==> config.mk <==
export PLATFORM = sky130hd
export DESIGN_NAME = router_fifo
export DESIGN_NICKNAME = d
export VERILOG_FILES = /design/src/rtl/router_pkg.sv /design/src/rtl/router_fifo_ram.sv /design/src/rtl/router_fifo.sv
export SDC_FILE = /design/constraint.sdc
export NUM_CORES = 1
export LEC_CHECK = 0
export ABC_AREA = 0
export BUFFER_PORTS_ARGS = -buffer_cell sky130_fd_sc_hd__clkbuf_2
export CORE_AREA = 2 2 136 138
export CTS_CLUSTER_SIZE = 16
export DETAILED_ROUTE_END_ITERATION = 8
export DIE_AREA = 0 0 138 140
export PLACE_DENSITY = 0.53
export RECOVER_POWER = 50
export SYNTH_ARGS = -nofsm -noshare
export SYNTH_HDL_FRONTEND = slang
export SYNTH_SLANG_ARGS = --single-unit
export TNS_END_PERCENT = 30
==> constraint.sdc <==
create_clock -name clock -period 3.05 [get_ports clock]
set_clock_uncertainty 0.15 [all_clocks]
set_input_delay 0.61 -clock clock [delete_from_list [all_inputs] [get_ports clock]]
set_output_delay 0.61 -clock clock [all_outputs]
set_load 0.05 [all_outputs]
==> src/rtl/router_pkg.sv <==
// router_pkg
// Shared constants and types for the 1x3 router datapath.
//   ROUTER_WIDTH / FIFO_DEPTH : default byte width and per-port buffer depth
//   HDR_*                     : bit positions of the header fields
//                               (payload length in [7:2], destination in [1:0])
//   fifo_word_t               : one buffer entry, header flag plus payload byte
//   hdr_byte_count()          : bytes that follow a header (payload + parity)
package router_pkg;

    localparam int ROUTER_WIDTH = 8;
    localparam int FIFO_DEPTH   = 16;

    localparam int HDR_LEN_MSB  = 7;
    localparam int HDR_LEN_LSB  = 2;
    localparam int HDR_ADDR_MSB = 1;
    localparam int HDR_ADDR_LSB = 0;

    localparam int CNT_W = HDR_LEN_MSB - HDR_LEN_LSB + 2;

    typedef struct packed {
        logic                    lfd;
        logic [ROUTER_WIDTH-1:0] data;
    } fifo_word_t;

    // Header length field counts payload bytes; the parity byte adds one more.
    function automatic logic [CNT_W-1:0] hdr_byte_count(input logic [ROUTER_WIDTH-1:0] hdr);
        return CNT_W'(hdr[HDR_LEN_MSB:HDR_LEN_LSB]) + CNT_W'(1);
    endfunction

endpackage

==> src/rtl/router_fifo_ram.sv <==
// router_fifo_ram
// Simple dual-port register array: synchronous write, asynchronous read.
//   clock   : write clock
//   wr_en   : write strobe for wr_addr
//   wr_addr : write address
//   wr_data : word to store
//   rd_addr : read address (combinational lookup)
//   rd_data : word currently stored at rd_addr
module router_fifo_ram #(
    parameter int DEPTH  = 16,
    parameter int DATA_W = 9
) (
    input  logic                     clock,
    input  logic                     wr_en,
    input  logic [$clog2(DEPTH)-1:0] wr_addr,
    input  logic [DATA_W-1:0]        wr_data,
    input  logic [$clog2(DEPTH)-1:0] rd_addr,
    output logic [DATA_W-1:0]        rd_data
);

    logic [DATA_W-1:0] mem [DEPTH];

    // NOTE: the array has no reset; an entry is only ever read after it has
    // been written, so clearing it would buy nothing and blocks RAM mapping.
    always_ff @(posedge clock) begin
        if (wr_en) begin
            mem[wr_addr] <= wr_data;
        end
    end

    assign rd_data = mem[rd_addr];

endmodule

==> src/rtl/router_fifo.sv <==
// router_fifo
// Per-port output buffer of the 1x3 router. Stores {lfd, byte} words from the
// input stage and tracks packet boundaries so data_out returns to 0 once the
// last byte of a packet has been read and the buffer is empty.
//   clock      : single clock, rising edge
//   reset      : asynchronous active-high clear of all state
//   soft_reset : synchronous flush; wins over read and write in the same cycle
//   write_enb  : write strobe (ignored while full)
//   read_enb   : read strobe (ignored while empty)
//   lfd_state  : data_in is a packet header
//   data_in    : byte to store
//   data_out   : registered read data
//   full       : no free entry
//   empty      : no stored entry
// WIDTH must equal ROUTER_WIDTH: header decoding is byte based.
module router_fifo
    import router_pkg::*;
#(
    parameter int DEPTH = FIFO_DEPTH,
    parameter int WIDTH = ROUTER_WIDTH
) (
    input  logic             clock,
    input  logic             reset,
    input  logic             soft_reset,
    input  logic             write_enb,
    input  logic             read_enb,
    input  logic             lfd_state,
    input  logic [WIDTH-1:0] data_in,
    output logic [WIDTH-1:0] data_out,
    output logic             full,
    output logic             empty
);

    localparam int AW = $clog2(DEPTH);

    // Pointers carry one extra wrap bit to tell full from empty.
    logic [AW:0]      wr_ptr;
    logic [AW:0]      rd_ptr;
    logic [CNT_W-1:0] byte_cnt;
    fifo_word_t       wr_word;
    fifo_word_t       rd_word;
    logic             do_write;
    logic             do_read;

    assign empty = (wr_ptr == rd_ptr);
    assign full  = (wr_ptr[AW-1:0] == rd_ptr[AW-1:0]) && (wr_ptr[AW] != rd_ptr[AW]);

    assign do_write = write_enb && !full  && !soft_reset;
    assign do_read  = read_enb  && !empty && !soft_reset;

    assign wr_word = '{lfd: lfd_state, data: data_in};

    router_fifo_ram #(
        .DEPTH  (DEPTH),
        .DATA_W ($bits(fifo_word_t))
    ) u_ram (
        .clock   (clock),
        .wr_en   (do_write),
        .wr_addr (wr_ptr[AW-1:0]),
        .wr_data (wr_word),
        .rd_addr (rd_ptr[AW-1:0]),
        .rd_data (rd_word)
    );

    // NOTE: sequential state uses non-blocking assignments so every register
    // samples pre-edge values, independent of statement or process order.
    always_ff @(posedge clock or posedge reset) begin
        if (reset) begin
            wr_ptr <= '0;
            rd_ptr <= '0;
        end else if (soft_reset) begin
            wr_ptr <= '0;
            rd_ptr <= '0;
        end else begin
            if (do_write) wr_ptr <= wr_ptr + 1'b1;
            if (do_read)  rd_ptr <= rd_ptr + 1'b1;
        end
    end

    // A header read loads the remaining byte count; later reads count it down.
    // Once the count is exhausted and nothing is left, the output returns to 0.
    always_ff @(posedge clock or posedge reset) begin
        if (reset) begin
            byte_cnt <= '0;
            data_out <= '0;
        end else if (soft_reset) begin
            byte_cnt <= '0;
            data_out <= '0;
        end else if (do_read) begin
            data_out <= rd_word.data;
            if (rd_word.lfd) begin
                byte_cnt <= hdr_byte_count(rd_word.data);
            end else if (byte_cnt != '0) begin
                byte_cnt <= byte_cnt - 1'b1;
            end
        end else if (byte_cnt == '0 && empty) begin
            data_out <= '0;
        end
    end

endmodule
==> summary.txt, run 1 <==
# DRC = 0
RSZ-0062 raised after global routing = no
Detail Placement HPWL = 9.933 mm
antenna-violating nets left = 0
ys flop type = edfxtp_1
P_sw = 1.458 mW
instance area after placement = 7634 um^2
CP Max Fanout = 15
post-cts sizing count = 0
Post-Synth Adder-Cell Area = 1.242%
Finished Layout Cells = 690
PortBufs = 23
Tot GR Track Use = 16.68%
fin util = 45.97%
hold-fix buffers at CTS = 0
pin count of the biggest net entering global routing = 26
H-tree depth = 4
Worst Path Buf+Inv = 0
final worst setup slack = 0.3099 ns
Mapped Nets = 407
post-synthesis mux area share = 13.66%
Fin Setup TNS = 0 ns
CTS tree = done
CTS root buffer = clkbuf_16
EDFF count, synth = 144
FMAX = 364.9 MHz
first-pass GRT wire length = 23.52 mm
max_slew headroom = 7.920%
clock tree buffer depth = 2
Comb pwr share = 16.9%
final instance area = 8174 um^2
Critical Path RT = 3.19 ns
crit path capture type = flop
Setup crit start kind = flop
antenna violations before repair = 1
Synth Cell Area = 7051 um^2
Avg Inst Size Synth = 18.27 um^2
Die X = 138 um
max-slew violation count = 0
worst vdd ir = 445.6 uV
Hold Crit Class = reg2reg
ys async rst share = 14.79%
sequence of cells on the critical path = mux4_1, mux4_2, nor4b_4, nand4_2, xor2_1, o22ai_1
Syn-to-layout area delta = 15.94%
top cell type by total area after synthesis = edfxtp_1
full die area = 19320 um^2
CP top delay family = multiplexers
Post-Place Cells = 657
Ys Warns = 0
Critical Path AT = 2.88 ns
post-synthesis simple-gate area fraction = 6.460%
DR vias = 3775
Sequential Power Share = 46.5%
Critical Path Source = rd_ptr[1]
kind of critical path = reg2reg
share of the synthesized area in the top cell type = 61.33%
gr ovfl total = 0
final wirelength = 15.28 mm
Yosys cell types = 48
Initial Utilization = 39.66%
clock sink count = 169
clock latency on the worst-skew pair = 0.42 ns
Seq/Total Area, Yosys = 70.20%
Gate Count Post-Synth = 386
LEAKAGE = 2.731 nW
result of the run = finished clean
critical hold path startpoint = data_out[6]
Reg-to-Reg Start = rd_ptr[1]
layout cell share with drive strength beyond 1 = 26.96%
commonest non-fill, non-tap cells in the layout = 144 x edfxtp_1, 38 x mux4_2, 35 x nor2_1, 33 x buf_4, 23 x dfrtp_1
clock-pin slew on the worst setup and hold paths = 0.06 ns
Yosys reg bits = 169
RD Place Congestion = 0.7781
Die Span Y = 140 um
total iterations of the first detailed-routing run = 4
Post-CTS Setup Bufs = 0
Worst Tran Pin Value = 1.381 ns
wire per inst = 22.14 um
most common cell after layout, fill and taps aside = edfxtp_1
# IOs = 24
Pint = 4.187 mW
compound-gate portion of the synthesized area = 4.153%
Via density = 5.471
Post-Synth XOR/XNOR Area = 2.360%
sw frac = 25.83%
Power Density = 690.6 nW/um^2
final hold viol count = 0
main area contributors after synthesis = edfxtp_1 61%, mux4_2 12%, dfrtp_1 8.9%
Clock Power Share = 36.6%
minimum clock period = 2.740 ns
fin crit share = 89.84%
largest family of logic cells by synthesized area = multiplexers
max cap viols = 0
CP max stage cell = dfrtp_2
CP peak stage delay = 0.65 ns
pre-CTS setup slack = 0.3177 ns
Core ar. = 17780 um^2
final setup violation count = 0
vias in the first global route = 3874
FP Rows = 49
Final #Nets = 468
Num CTS Buffers = 17
DRT iter0 DRCs = 277
## cell type report
cell class / count / area, um^2
diodes: 1 / 2.502
multi-input cells: 195 / 1966
clock buffers: 19 / 432.9
well taps: 229 / 286.5
inverters: 5 / 18.77
fillers: 1546 / 9605
clock inverters: 13 / 126.4
repair buffers: 59 / 389.1
flip-flops and latches: 169 / 4952
## per-layer routing
layer  share of wire, %  track usage (%)
met3                4.7            4.889
met4                1.3            5.048
met1                 45            22.33
met2                 49            26.68
met5                  0                0
## power groups by stage
stage	combinational [mW]	sequential, mW	clock [mW]
floorplan	0.689	2.70	0
global placement	0.969	2.67	0
detailed placement	0.969	2.67	0
CTS	0.972	2.63	2.11
global route	1.05	2.63	2.20
finish	0.954	2.63	2.06
## sequential cells by signal, summed over array words and instances (netlist names)
name,cells
rd_ptr,5
data_out,8
byte_cnt,7
wr_ptr,5
u_ram.mem,144
## logic make-up after synthesis
group	after synthesis
flops	169
simple gates	86
fa+ha+maj	7
buf+inv	22
compound gates	38
mux	45
xor+xnor	19
## through the flow
step | hold WS (ns) | power, mW
final | 0.3506 | 5.645
after global routing | 0.3791 | 5.887
after CTS | 0.06135 | 5.703
after detailed placement | 0.3405 | 3.644
after global placement | 0.3355 | 3.641
after floorplan | 0.3466 | 3.391
## worst paths after layout
path / endpoint / slack, ns / cells past startpoint
max in group asynchronous: rd_ptr[1] / 1.36 / 3
min in group asynchronous: wr_ptr[4] / 0.46 / 3
max reg2reg: byte_cnt[5] / 0.31 / 6
max: byte_cnt[5] / 0.31 / 6
min: data_out[6] / 0.35 / 1
min reg2reg: data_out[6] / 0.35 / 1
## synth_stat cells, types with 3 or more instances
library cell and number:
nand3_1 3, buf_6 6, a21oi_1 7, nor2_1 35
a22oi_1 6, nor3_1 5, clkbuf_1 5, dfrtp_1 25
ha_1 7, inv_1 5, mux4_2 38, edfxtp_1 144
xnor2_1 9, nand2_1 15, xor2_1 10, buf_2 6
nand2b_1 5, o21ai_1 4, a22o_1 8, nand4_1 5
o22ai_1 3, mux2i_1 3
(Power assumes the default switching activity.)
==> inputs of run 2 (changes only) <==
- CORE_AREA: 2 2 136 138 -> 8 8 142 144
- DIE_AREA: 0 0 138 140 -> 0 0 150 152
==> run 2 against run 1 <==
Compared with the run above: combinational power grew 2%; first-iteration DRC count shrank 9.0%; routed wire length grew 5.0%; flip-flop and latch count is the same; die area grew 18%; final cell count shrank 1.0%; non-clock buffer count shrank 5; global-route usage shrank 1.9 points; core utilization is essentially flat; worst setup slack gained 0.019 ns; critical endpoint is now empty; largest power group unchanged.
==> summary.txt, run 2 (synthesis results as in run 1) <==
result of the run = finished clean
largest reg by FF count = u_ram.mem
H-tree depth = 4
wire per inst = 23.48 um
CTS root buffer = clkbuf_16
minimum clock period = 2.721 ns
antenna-violating nets left = 0
pre-CTS setup slack = 0.4614 ns
Tot GR Track Use = 14.82%
sequence of cells on the critical path = buf_4, xnor2_1, nand4_1, nor2_1, clkbuf_2
most common cell after layout, fill and taps aside = edfxtp_1
met3 usage = 4.247%
CTS tree = done
Sequential Power Share = 45.0%
kind of critical path = reg2out
# DRC = 0
post-cts sizing count = 0
GR Layer Usage met1 = 19.26%
CP top delay family = buffers and inverters
PortBufs = 23
clock tree buffer depth = 2
ANT cells = 0
GR met2 Demand/Resource = 23.91%
clock sink count = 169
Pint = 4.345 mW
crit path capture type = output pin
Critical Path AT = 1.96 ns
# IOs = 24
Die Span Y = 152 um
clock-pin slew on the worst setup and hold paths = 0.06 ns
Initial Utilization = 39.66%
vias in the first global route = 3882
DR vias = 3722
fin crit share = 89.22%
final-layout fill cell count = 1550
busiest grt layer = met2
CP max stage cell = dfrtp_2
CP peak stage delay = 0.42 ns
Worst Tran Pin Value = 0.7007 ns
LEAKAGE = 2.730 nW
FMAX = 367.5 MHz
FP Rows = 49
max_slew headroom = 53.29%
final wirelength = 16.04 mm
Final Power = 5.815 mW
Hold Crit Class = in2async
RSZ-0062 raised after global routing = no
Num CTS Buffers = 17
Die X = 150 um
layout cell share with drive strength beyond 1 = 26.43%
P_sw = 1.470 mW
Multi-input gate area = 1966 um^2
antenna violations before repair = 1
commonest non-fill, non-tap cells in the layout = 144 x edfxtp_1, 38 x mux4_2, 35 x nor2_1, 28 x buf_4, 23 x dfrtp_1
FF/Latch Area = 4952 um^2
Syn-to-layout area delta = 16.04%
Top Registers = u_ram.mem (144), data_out (8), byte_cnt (7)
final hold viol count = 0
hold-fix buffers at CTS = 0
DRT iter0 DRCs = 252
Via density = 5.449
max reg flops = 144
clock latency on the worst-skew pair = 0.42 ns
Final #Nets = 463
max-slew violation count = 0
first-pass GRT wire length = 24.50 mm
max cap viols = 0
pin count of the biggest net entering global routing = 25
RD Place Congestion = 0.7660
Power Density = 710.7 nW/um^2
final setup violation count = 0
gr ovfl total = 0
Worst Path Buf+Inv = 2
CP Max Fanout = 12
Setup crit start kind = flop
final worst setup slack = 0.3287 ns
Detail Placement HPWL = 10.24 mm
Core ar. = 17780 um^2
Post-CTS Setup Bufs = 0
full die area = 22800 um^2
total iterations of the first detailed-routing run = 5
sw frac = 25.28%
Comb pwr share = 16.7%
worst vdd ir = 468.0 uV
Fin Setup TNS = 0 ns
Critical Path RT = 2.29 ns
Clock Power Share = 38.4%
run 2: metrics by stage:
stage / hold slack [ns] / utilization [%] / instance area [um^2] / cells
2_1_floorplan: 0.3466 / - / 7051 / 386
3_3_place_gp: 0.3380 / 42.72 / 7596 / 652
3_5_place_dp: 0.3489 / 42.72 / 7596 / 652
4_1_cts: 0.07887 / 46.14 / 8203 / 683
5_1_grt: 0.1175 / 46.02 / 8182 / 683
6_report: 0.07368 / 46.02 / 8182 / 683
run 2: final cells by class:
class	instances	area share (%)
Sequential cell	169	60.53
Multi-Input combinational cell	195	24.03
Clock buffer	20	5.337
Timing Repair Buffer	54	4.297
Tap cell	229	3.502
Clock inverter	11	2.080
Inverter	5	0.2294
run 2: worst paths after layout:
check	end	from	cells after the start	slack (ns)
worst max-delay path	empty	rd_ptr[0]	5	0.33
worst min-delay path	wr_ptr[1]	reset	2	0.07
worst max register to register	byte_cnt[1]	rd_ptr[0]	8	0.48
worst min register to register	data_out[0]	data_out[0]	1	0.35
max in group asynchronous	data_out[7]	reset	3	1.72
min in group clock	data_out[0]	data_out[0]	1	0.35
run 2: routing by layer:
metal	up-vias	routed length, um
met2	76	8041
met1	1988	6976
met5	-	13
met4	2	93
met3	7	913
li1	1649	-
run 2: power by group through the flow:
stage	clock (mW)	sequential (mW)	combinational, mW
floorplan	0	2.70	0.689
global placement	0	2.66	0.980
detailed placement	0	2.66	0.986
CTS	2.28	2.62	0.988
global route	2.37	2.62	1.06
finish	2.23	2.62	0.969
